$ cat config.mk
export PLATFORM = sky130hd
export DESIGN_NAME = lc3_controller
export DESIGN_NICKNAME = d
export VERILOG_FILES = /design/src/rtl/lc3_controller.sv
export SDC_FILE = /design/constraint.sdc
export NUM_CORES = 1
export LEC_CHECK = 0
export CAP_MARGIN = 20
export CORE_ASPECT_RATIO = 0.7
export CORE_MARGIN = 8
export CORE_UTILIZATION = 43
export CTS_CLUSTER_DIAMETER = 100
export DETAILED_ROUTE_END_ITERATION = 6
export GPL_TIMING_DRIVEN = 1
export PLACE_DENSITY = 0.8
export SYNTH_ARGS = -nofsm -noshare
export SYNTH_HDL_FRONTEND = slang
export SYNTH_SLANG_ARGS = --single-unit
$ cat constraint.sdc
create_clock -name clk -period 2.86 [get_ports clk]
set_clock_uncertainty 0.1 [all_clocks]
set_input_delay 0.858 -clock clk [delete_from_list [all_inputs] [get_ports clk]]
set_output_delay 0.858 -clock clk [all_outputs]
set_load 0.01 [all_outputs]
$ cat src/rtl/lc3_controller.sv
// Multi-cycle LC-3 control FSM: drives datapath strobes and bus enables, and runs the memory
// handshake with a timeout that raises a sticky error flag.
`timescale 1ns/1ps
module lc3_controller #(
  parameter int MEM_TIMEOUT = 16
) (
  input  logic        clk,
  input  logic        rst,
  input  logic [15:0] IR,
  input  logic        N,
  input  logic        Z,
  input  logic        P,
  input  logic        mem_rdy,
  output logic        mem_en,
  output logic        mem_we,
  output logic        enaPC,
  output logic        enaMDR,
  output logic        enaALU,
  output logic        enaMARM,
  output logic        ldPC,
  output logic        ldIR,
  output logic        ldMAR,
  output logic        ldMDR,
  output logic        regWE,
  output logic        flagWE,
  output logic [1:0]  selPC,
  output logic [1:0]  selEAB2,
  output logic        selEAB1,
  output logic        selMAR,
  output logic        selMDR,
  output logic [1:0]  aluControl,
  output logic [2:0]  SR1,
  output logic [2:0]  SR2,
  output logic [2:0]  DR,
  output logic        err
);

  localparam int CW = $clog2(MEM_TIMEOUT + 1);
  localparam logic [CW-1:0] CNT_LAST = CW'(MEM_TIMEOUT - 1);

  localparam logic [3:0] OP_BR  = 4'b0000;
  localparam logic [3:0] OP_ADD = 4'b0001;
  localparam logic [3:0] OP_LD  = 4'b0010;
  localparam logic [3:0] OP_ST  = 4'b0011;
  localparam logic [3:0] OP_AND = 4'b0101;
  localparam logic [3:0] OP_LDR = 4'b0110;
  localparam logic [3:0] OP_STR = 4'b0111;
  localparam logic [3:0] OP_NOT = 4'b1001;
  localparam logic [3:0] OP_LDI = 4'b1010;
  localparam logic [3:0] OP_STI = 4'b1011;
  localparam logic [3:0] OP_JMP = 4'b1100;
  localparam logic [3:0] OP_LEA = 4'b1110;

  typedef enum logic [3:0] {
    S_FETCH0, S_FETCH1, S_FETCH2, S_DECODE, S_ALU, S_BR, S_JMP,
    S_LEA, S_ADDR, S_RD, S_IND, S_LDRES, S_SDATA, S_WR
  } state_t;

  state_t        state_q, state_d;
  logic [CW-1:0] cnt_q, cnt_d;
  logic          ind_q, ind_d;
  logic          err_q, err_d;
  logic [3:0]    opcode;
  logic          memState;
  logic          timeout;
  logic          baseOff;
  logic          unused_ir;

  assign opcode    = IR[15:12];
  assign baseOff   = (opcode == OP_LDR) || (opcode == OP_STR);
  assign unused_ir = ^IR[5:3];
  assign memState  = (state_q == S_FETCH1) || (state_q == S_RD) || (state_q == S_WR);
  assign timeout   = memState && (cnt_q == CNT_LAST);
  assign err       = err_q;

  always_ff @(posedge clk or negedge rst) begin
    if (!rst) begin
      state_q <= S_FETCH0;
      cnt_q   <= '0;
      ind_q   <= 1'b0;
      err_q   <= 1'b0;
    end else begin
      state_q <= state_d;
      cnt_q   <= cnt_d;
      ind_q   <= ind_d;
      err_q   <= err_d;
    end
  end

  // Outputs are forced low while reset is held, so no strobe or bus enable leaks out of FETCH0.
  always_comb begin
    state_d    = state_q;
    cnt_d      = '0;
    ind_d      = ind_q;
    err_d      = err_q;
    mem_en     = 1'b0;
    mem_we     = 1'b0;
    enaPC      = 1'b0;
    enaMDR     = 1'b0;
    enaALU     = 1'b0;
    enaMARM    = 1'b0;
    ldPC       = 1'b0;
    ldIR       = 1'b0;
    ldMAR      = 1'b0;
    ldMDR      = 1'b0;
    regWE      = 1'b0;
    flagWE     = 1'b0;
    selPC      = 2'd0;
    selEAB2    = 2'd0;
    selEAB1    = 1'b0;
    selMAR     = 1'b0;
    selMDR     = 1'b0;
    aluControl = 2'b00;
    SR1        = 3'd0;
    SR2        = 3'd0;
    DR         = 3'd0;
    if (rst && timeout) begin
      state_d = S_FETCH0;
      err_d   = 1'b1;
    end else if (rst) begin
      if (memState && !mem_rdy) cnt_d = cnt_q + CW'(1);
      unique case (state_q)
        S_FETCH0: begin
          enaPC   = 1'b1;
          ldMAR   = 1'b1;
          ind_d   = 1'b0;
          state_d = S_FETCH1;
        end
        S_FETCH1: begin
          mem_en = 1'b1;
          ldPC   = (cnt_q == '0);
          if (mem_rdy) begin
            ldMDR   = 1'b1;
            selMDR  = 1'b1;
            state_d = S_FETCH2;
          end
        end
        S_FETCH2: begin
          enaMDR  = 1'b1;
          ldIR    = 1'b1;
          state_d = S_DECODE;
        end
        S_DECODE: begin
          case (opcode)
            OP_ADD, OP_AND, OP_NOT:                 state_d = S_ALU;
            OP_BR:                                  state_d = S_BR;
            OP_JMP:                                 state_d = S_JMP;
            OP_LEA:                                 state_d = S_LEA;
            OP_LD, OP_LDR, OP_LDI, OP_ST, OP_STR, OP_STI: state_d = S_ADDR;
            default:                                state_d = S_FETCH0;
          endcase
        end
        S_ALU: begin
          enaALU     = 1'b1;
          regWE      = 1'b1;
          flagWE     = 1'b1;
          DR         = IR[11:9];
          SR1        = IR[8:6];
          SR2        = IR[2:0];
          aluControl = IR[15:14];
          state_d    = S_FETCH0;
        end
        S_BR: begin
          if ((IR[11] & N) | (IR[10] & Z) | (IR[9] & P)) begin
            ldPC    = 1'b1;
            selPC   = 2'd1;
            selEAB2 = 2'd2;
          end
          state_d = S_FETCH0;
        end
        S_JMP: begin
          ldPC    = 1'b1;
          selPC   = 2'd1;
          selEAB1 = 1'b1;
          SR1     = IR[8:6];
          state_d = S_FETCH0;
        end
        S_LEA: begin
          enaMARM = 1'b1;
          selEAB2 = 2'd2;
          regWE   = 1'b1;
          flagWE  = 1'b1;
          DR      = IR[11:9];
          state_d = S_FETCH0;
        end
        S_ADDR: begin
          enaMARM = 1'b1;
          ldMAR   = 1'b1;
          selEAB2 = baseOff ? 2'd1 : 2'd2;
          selEAB1 = baseOff;
          SR1     = baseOff ? IR[8:6] : 3'd0;
          state_d = ((opcode == OP_ST) || (opcode == OP_STR)) ? S_SDATA : S_RD;
        end
        // LDI and STI pass through here twice: the first read fetches the pointer.
        S_RD: begin
          mem_en = 1'b1;
          if (mem_rdy) begin
            ldMDR   = 1'b1;
            selMDR  = 1'b1;
            state_d = (((opcode == OP_LDI) || (opcode == OP_STI)) && !ind_q) ? S_IND : S_LDRES;
          end
        end
        S_IND: begin
          enaMDR  = 1'b1;
          ldMAR   = 1'b1;
          ind_d   = 1'b1;
          state_d = (opcode == OP_STI) ? S_SDATA : S_RD;
        end
        S_LDRES: begin
          enaMDR  = 1'b1;
          regWE   = 1'b1;
          flagWE  = 1'b1;
          DR      = IR[11:9];
          state_d = S_FETCH0;
        end
        S_SDATA: begin
          enaALU     = 1'b1;
          aluControl = 2'b11;
          SR1        = IR[11:9];
          ldMDR      = 1'b1;
          state_d    = S_WR;
        end
        S_WR: begin
          mem_en = 1'b1;
          mem_we = 1'b1;
          if (mem_rdy) state_d = S_FETCH0;
        end
        default: state_d = S_FETCH0;
      endcase
    end
  end

endmodule
After elaboration in Yosys (flattened, before gate mapping)
Memories as Yosys holds them, arrays and structs flattened.
Index checks and enable logic that the tools add are counted.
W data, S select, Z words.
{"block": "word_totals", "memories": 1, "regBits": 11, "rom_bits": 64, "elab_cells": 135, "out_inout_bits": 31, "inputBits": 22}
{"name": "(no name shown)", "depth": 16, "width": 4, "rd": 1, "rd_ports_with_merged_regs": 0, "wr": 0, "line_no": "144", "source": "case (opcode)"}
{"block": "classes", "reduce_logical": 25, "n_mux": 76, "n_eq_ne": 22, "bitwise": 6, "n_addsub": 1}
{"operator": "$mux W1", "count": 42}
{"operator": "$pmux W4 S9", "count": 1}
{"operator": "$mux W3", "count": 11}
{"operator": "$eq A4 B4 Y1 const B", "count": 8}
{"operator": "$eq A4 B3 Y1 const B", "count": 6}
{"operator": "$mux W4", "count": 5}
{"operator": "$mux W5", "count": 3}
{"operator": "$eq A4 B2 Y1 const B", "count": 3}
{"operator": "$mux W2", "count": 6}
{"operator": "$reduce_or A3 Y1", "count": 4}
{"operator": "$ne A3 B2 Y1 const B", "count": 3}
{"operator": "$pmux W3 S3", "count": 1}
{"operator": "$pmux W1 S2", "count": 4}
{"operator": "$reduce_or A2 Y1", "count": 4}
{"operator": "$pmux W2 S3", "count": 1}
{"operator": "$add A5 B1 Y5 const B", "count": 1}
{"operator": "$eq A5 B4 Y1 const B", "count": 1}
{"operator": "$logic_not A5 Y1", "count": 1}
{"operator": "$logic_or A1 B1 Y1", "count": 5}
{"operator": "$eq A4 B1 Y1 const B", "count": 1}
{"operator": "$logic_and A1 B1 Y1", "count": 4}
{"operator": "$logic_not A4 Y1", "count": 1}
{"operator": "$pmux W2 S2", "count": 1}
{"operator": "$reduce_and A4 Y1", "count": 1}
{"operator": "7 further kinds", "count": 12}

Longest topological paths before layout
Gate-level depths: netlist (run 1).
{"block": "logic_depth", "word_depth": 8, "mapped_depth": 8}

Least setup slack after synthesis (run 1)
No wires, ideal clock.
{"block": "synth_path", "path_type": "input-to-output", "startpoint": "input port IR[15]", "endpoint": "output port SR1[0]", "path_slack_ps": -8, "n_path_buf": 1, "stages": 6, "arrival_ps": 1910, "cell_sequence": "buf_6 > nand3b_4 > or3_4 > a21oi_2 > a22oi_1 > nor2_1"}
{"block": "synth_between", "elab_chain_cells": 6, "elab_cells_between_ends": 7, "cone_classes": "eq/ne: 2; mux: 4; reduce/logical: 1"}
{"element": "start: declaration", "line_no": "9", "source": "input logic [15:0] IR,"}
{"element": "$eq A4 B3 Y1", "line_no": "70", "source": "assign baseOff = (opcode == OP_LDR) || (opcode == OP_STR);"}
{"element": "$logic_or A1 B1 Y1 (*)", "line_no": "70"}
{"element": "$mux W3 (*)", "line_no": "191", "source": "SR1 = baseOff ? IR[8:6] : 3'd0;"}
{"element": "$pmux W3 S3 (*)", "line_no": "122", "source": "unique case (state_q)"}
{"element": "$mux W3 (*)", "line_no": "120", "source": "end else if (rst) begin"}
{"element": "$mux W3 (*)", "line_no": "117", "source": "if (rst && timeout) begin"}
{"element": "end: declaration", "line_no": "32", "source": "output logic [2:0] SR1,"}
Every way passes the cells marked *; elsewhere a longest branch is shown, timed or not.

Final worst setup path (run 1)
{"block": "layout_path", "startpoint": "input port IR[15]", "endpoint": "output port SR1[1]"}
The elaborated chain is that of the path after synthesis.

==> impl_metrics.json, run 1 <==
{
  "outcome": "finished, violations left",
  "violations": "setup timing",
  "hpwl_um": 3740,
  "crit_path_end_kind": "output pin",
  "routed_via_density": 5.56,
  "grt_max_degree": 15,
  "critPathSlowestCell": "or3_4",
  "start_kind": "input port",
  "critical_path.cell_chain": "buf_6, nand3b_4, or3_4, a21oi_4, a22oi_2, nor2_1, buf_2",
  "io_pins": 53,
  "pwr-share-clk_pct": 12.0,
  "layout-drive-gt1-share_pct": 40.2,
  "grt_pass1_wl_um": 7630,
  "wl_um": 4930,
  "place_area_um2": 2020,
  "wl_met1_um": 2140,
  "p_comb_share_pct": 70.7,
  "die_y_um": 61.7,
  "power_uw": 1380,
  "drv_cap": 0,
  "crit_required_ns": 1.90,
  "p_sw_share_pct": 46.8,
  "clock_latency_ns": 0.25,
  "min_period_ns": 2.93,
  "p_switching_uw": 643,
  "synth_cells": 176,
  "grt_setup_unrepaired": "yes",
  "dp.cells": 286,
  "grt_pass1_vias": 1527,
  "yosysMostFrequentCell": "nor2_1",
  "clk_pin_slew_ns": 0.05,
  "final_max_slew_viol_count": 0,
  "arrival_ns": 1.97,
  "portBuffers": 47,
  "synth.area.top_cells": "dfrtp_1 21%, nor2_1 7.0%, nand2_1 5.9%, and2_1 3.4%, nor3_1 3.1%",
  "clockBufferDepth": 2,
  "hold_viol_final": 0,
  "yosysUniqueCellTypes": 51,
  "place_congestion": 0.884,
  "hold_class": "reg2reg",
  "synth_top_area_share_pct": 21.5,
  "p_leak_uw": 0.00101,
  "drc": 0,
  "wl_met3_um": 461,
  "diodes": 0,
  "nNetsFinal": 285,
  "track_usage_pct": 19.6,
  "core_um2": 2820,
  "setup_viol": 3,
  "dieArea_um2": 5010,
  "cp_max_fo": 3,
  "setup_ws_ns": -0.0718,
  "netlist_area_um2": 1280,
  "drtIter0Drc": 128,
  "rows": 16,
  "ir_worst_vdd_mv": 0.334,
  "wl_per_cell_um": 16.7,
  "powerDensity_nw_per_um2": 649,
  "syn2layout_area_growth_pct": 65.5,
  "whs_ns": 0.417,
  "ant_nets": 0,
  "path_class": "in2out",
  "synth-seq-cells": 11,
  "dr_wl_met2_um": 2310,
  "h-tree-depth": 1,
  "ys.flop_type": "dfrtp_1",
  "yosys.area.top_type": "dfrtp_1",
  "die_w_um": 81.2,
  "period_share_pct": 103,
  "yosys_warnings": 0,
  "fin_area_um2": 2120,
  "seq_area_frac_synth_pct": 21.5,
  "cts_made_buffers": 3,
  "clock_sinks": 11,
  "clockRootBuffer": "clkbuf_8",
  "grt_overflow": 0,
  "cts_tree": "built",
  "dr_total_vias": 1639,
  "postCtsHoldBufs": 0,
  "synth_common_cells": "24 x nor2_1, 20 x nand2_1, 11 x dfrtp_1",
  "synth.avg_cell_area_um2": 7.28,
  "synth-edff-count": 0,
  "top_layer": "met4",
  "stdcell_count": 295,
  "dr.pass1.iters": 4,
  "fmax_ghz": 0.341,
  "start_util_pct": 45.4,
  "pwr-share-seq_pct": 17.3,
  "antenna_found_initial": 0,
  "async_reset_ff_share_pct": 100,
  "max_stage_delay_ns": 0.35,
  "dpl_worst_slack_ns": -0.858,
  "intPower_uw": 732
}
==> path summary, 6_finish.rpt <==
| path | from | endpoint | slack [ns] | depth (start not counted) |
|---|---|---|---|---|
| max | IR[15] | SR1[1] | -0.07 | 7 |
| min | err$_DFFE_PN0N_ | err$_DFFE_PN0N_ | 0.42 | 1 |
| max reg2reg | cnt_q[0]$_DFF_PN0_ | state_q[0]$_DFFE_PN0P_ | 0.65 | 9 |
| min reg2reg | err$_DFFE_PN0N_ | err$_DFFE_PN0N_ | 0.42 | 1 |
| max in group asynchronous | rst | state_q[2]$_DFFE_PN0P_ | 1.76 | 4 |
| min in group asynchronous | rst | cnt_q[4]$_DFF_PN0_ | 0.69 | 4 |
==> timing repair <==
item | in CTS | in global routing
pin swaps | 11 | 10
setup endpoints to repair | 28 | 21
setup buffers | 2 | 2
cloned | 1 | 0
resized for setup | 110 | 17
==> routing by layer <==
metal | track usage (%) | vias up
li1 | - | 778
met1 | 25.9 | 785
met2 | 32.8 | 73
met3 | 4.23 | 3
met4 | 2.78 | 0
met5 | 0 | -
==> state kept, by name, summed over array words and instances (netlist names) <==
| name | cells |
|---|---|
| cnt_q | 5 |
| err | 1 |
| ind_q | 1 |
| state_q | 4 |
==> layout make-up <==
type | instances | area [um2]
clock buffers | 3 | 41.3
clock inverters | 1 | 5.00
fillers | 195 | 702
inverters | 12 | 45.0
multi-input cells | 139 | 971
flip-flops and latches | 11 | 278
well taps | 36 | 45.0
repair buffers | 93 | 736
==> worst max-delay path, delay by kind of cell <==
| kind | cells | cell delay, ns |
|---|---|---|
| and+or+nand+nor | 3 | 0.61 |
| buffers and inverters | 2 | 0.24 |
| AOI/OAI and AO/OA | 2 | 0.26 |
==> power groups by stage <==
stage	sequential [uW]	combinational (uW)	clock [uW]
floorplan	201	557	0
global placement	235	891	0
detailed placement	234	913	0
CTS	233	926	165
global route	241	1040	173
finish	238	972	165
==> metrics by stage <==
| step | setup TNS (ns) | utilization [%] |
|---|---|---|
| after floorplan | 0 | - |
| after global placement | -15.06 | 71.7 |
| after detailed placement | -16.32 | 71.7 |
| after CTS | -0.253 | 74.0 |
| after global routing | -0.246 | 75.1 |
| final | -0.149 | 75.1 |
==> cells by family after synthesis <==
family / Yosys count / synth area share, %
fa+ha+maj: 4 / 3.81
flops: 11 / 21.5
mux: 1 / 0.879
other cells: 1 / 0.293
simple gates: 87 / 37.3
buf+inv: 27 / 11.0
compound gates: 42 / 23.1
xor+xnor: 3 / 2.05
==> cells in the final DEF, fill, tap and decap left out, types with 3 or more instances in the layout <==
cell type / netlist / final
clkdlybuf4s50_1: 0 / 9
dlygate4sd2_1: 0 / 12
buf_4: 5 / 43
o211ai_1: 4 / 4
a21oi_1: 7 / 7
clkdlybuf4s15_1: 0 / 5
dfrtp_1: 11 / 9
nor2_4: 1 / 3
a31oi_1: 4 / 4
a22oi_2: 0 / 5
nand2b_1: 3 / 3
inv_1: 10 / 10
buf_2: 5 / 14
nand3_1: 4 / 4
clkbuf_8: 0 / 3
nor3_1: 8 / 6
o21ai_0: 7 / 7
clkbuf_2: 0 / 4
and2_1: 7 / 7
nand2_1: 20 / 17
nor2_1: 24 / 21
(Power assumes the default switching activity.)
==> run 2, diff against run 1 <==
Settings changed: HOLD_SLACK_MARGIN set to 0.02.
==> results of run 2 <==
Final layout, timing and power as in run 1 (identical DEF).
==> run 3, diff against run 2 <==
Clock period 2.86 ns to 3.2 ns, I/O delays scaled along.
==> run 3 against run 2 <==
Against the previous run: the flow now finishes without violations; register-to-register slack better by 0.29 ns; combinational power down 23%; count of clock-buffer cells in the layout unchanged; final area fell by 5.8%; final cell count shrank 4.7%; clock power decreased by 13%; wire length shrank 8.9%; critical path depth did not move; power down 20%; worst hold slack got worse by 0.043 ns.
==> impl_metrics.json, run 3 (synthesis gave the netlist of run 1 again) <==
{
  "outcome": "completed",
  "multi_input_area_um2": 926,
  "powerDensity_nw_per_um2": 554,
  "h-tree-depth": 1,
  "place_congestion": 0.909,
  "start_util_pct": 45.4,
  "hpwl_um": 3440,
  "fill_cells": 232,
  "nNetsFinal": 271,
  "layout_commonest_cell": "buf_4",
  "dieArea_um2": 5010,
  "clock_latency_ns": 0.25,
  "grt_pass1_vias": 1522,
  "largest_reg_flops": 5,
  "hold_class": "reg2reg",
  "seqCellArea_um2": 277,
  "cp_max_fo": 3,
  "stdcell_count": 281,
  "routed_via_density": 5.58,
  "place_area_um2": 1910,
  "dr.pass1.iters": 5,
  "cts_tree": "built",
  "grt_max_degree": 19,
  "setup_viol": 0,
  "io_pins": 53,
  "layout_common_cells": "29 x buf_4, 21 x nor2_1, 20 x dlygate4sd2_1",
  "clockRootBuffer": "clkbuf_8",
  "portBuffers": 47,
  "ant_nets": 0,
  "dr_total_vias": 1567,
  "grt_overflow": 0,
  "clk_pin_slew_ns": 0.05,
  "die_w_um": 81.2,
  "clock_sinks": 11,
  "min_period_ns": 3.17,
  "layout-drive-gt1-share_pct": 29.8,
  "critPathSlowestCell": "or3_4",
  "fin_area_um2": 2000,
  "max_stage_delay_ns": 0.39,
  "p_leak_uw": 0.000955,
  "antenna_found_initial": 0,
  "fmax_ghz": 0.315,
  "core_um2": 2820,
  "drv_cap": 0,
  "hold_viol_final": 0,
  "crit_path_end_kind": "output pin",
  "postCtsHoldBufs": 0,
  "track_usage_pct": 18.2,
  "regMostFlops": "cnt_q",
  "drtIter0Drc": 124,
  "dp.cells": 273,
  "path_class": "in2out",
  "final_max_slew_viol_count": 0,
  "syn2layout_area_growth_pct": 56.0,
  "wl_um": 4490,
  "die_y_um": 61.7,
  "critical_path.cell_chain": "buf_6, nand3b_4, or3_4, a21oi_4, a22oi_2, nor2_1, buf_2",
  "start_kind": "input port",
  "grt_setup_unrepaired": "yes",
  "cts_made_buffers": 3,
  "diodes": 0,
  "top_regs": "cnt_q (5), state_q (4)",
  "crit_required_ns": 2.14,
  "grt_pass1_wl_um": 7160,
  "rows": 16,
  "drc": 0,
  "whs_ns": 0.374,
  "ir_worst_vdd_mv": 0.234,
  "period_share_pct": 99.2,
  "power_uw": 1110,
  "clockBufferDepth": 2,
  "arrival_ns": 2.11,
  "wl_per_cell_um": 16.0
}
## run 3: cell count changes in the layout (fill, tap and decap cells not counted), sizes merged
cell	before	now
clkdlybuf4s50	9	11
dlymetal6s2s	1	2
dlygate4sd2	12	20
clkdlybuf4s15	7	5
buf	60	37
## run 3: metrics by stage
step | setup slack (ns) | util (%) | setup TNS, ns
6_report | 0.0264 | 70.8 | 0
5_1_grt | -0.0436 | 70.8 | -0.0577
4_1_cts | 0.0101 | 70.4 | 0
3_5_place_dp | -0.765 | 67.8 | -11.87
3_3_place_gp | -0.717 | 67.8 | -11.47
2_1_floorplan | 0.128 | - | 0
## run 3: report_power, final
group | internal [uW] | switching [uW]
clock | 86.0 | 58.2
combinational | 324 | 425
sequential | 167 | 47.0
## run 3: final cells by class
cell class	instances	area share, %
Multi-Input combinational cell	139	46.3
Timing Repair Buffer	79	33.0
Sequential cell	11	13.8
Inverter	12	2.25
Tap cell	36	2.25
Clock buffer	3	2.07
Clock inverter	1	0.250
## run 3: critical path, delay by kind of cell
kind	cells	cell delay [ns]
buffers and inverters	2	0.24
AOI/OAI and AO/OA	2	0.26
and+or+nand+nor	3	0.65
## run 3: worst paths after layout
check	to	start	slack, ns	cells past startpoint
min	err$_DFFE_PN0N_	err$_DFFE_PN0N_	0.37	1
min in group asynchronous	err$_DFFE_PN0N_	rst	0.86	3
min reg2reg	err$_DFFE_PN0N_	err$_DFFE_PN0N_	0.37	1
max	SR1[2]	IR[15]	0.03	7
max reg2reg	state_q[0]$_DFFE_PN0P_	cnt_q[0]$_DFF_PN0_	0.94	9
max in group asynchronous	state_q[3]$_DFFE_PN0P_	rst	1.76	4
## run 3: what timing repair did
item / in CTS / in global routing
hold endpoints to repair: 0 / 0
setup endpoints to repair: 28 / 11
pin swaps: 10 / 12
resized for setup: 66 / 18
buffers inserted: 3 / 0
gates cloned: 1 / 0
## run 3: metal layers
layer | wire length, um | global-route usage [%] | vias up
met4 | 25 | 4.56 | 0
met3 | 410 | 5.25 | 5
met5 | 0 | 0 | -
met2 | 2140 | 31.9 | 78
met1 | 1910 | 21.6 | 734
li1 | - | - | 750
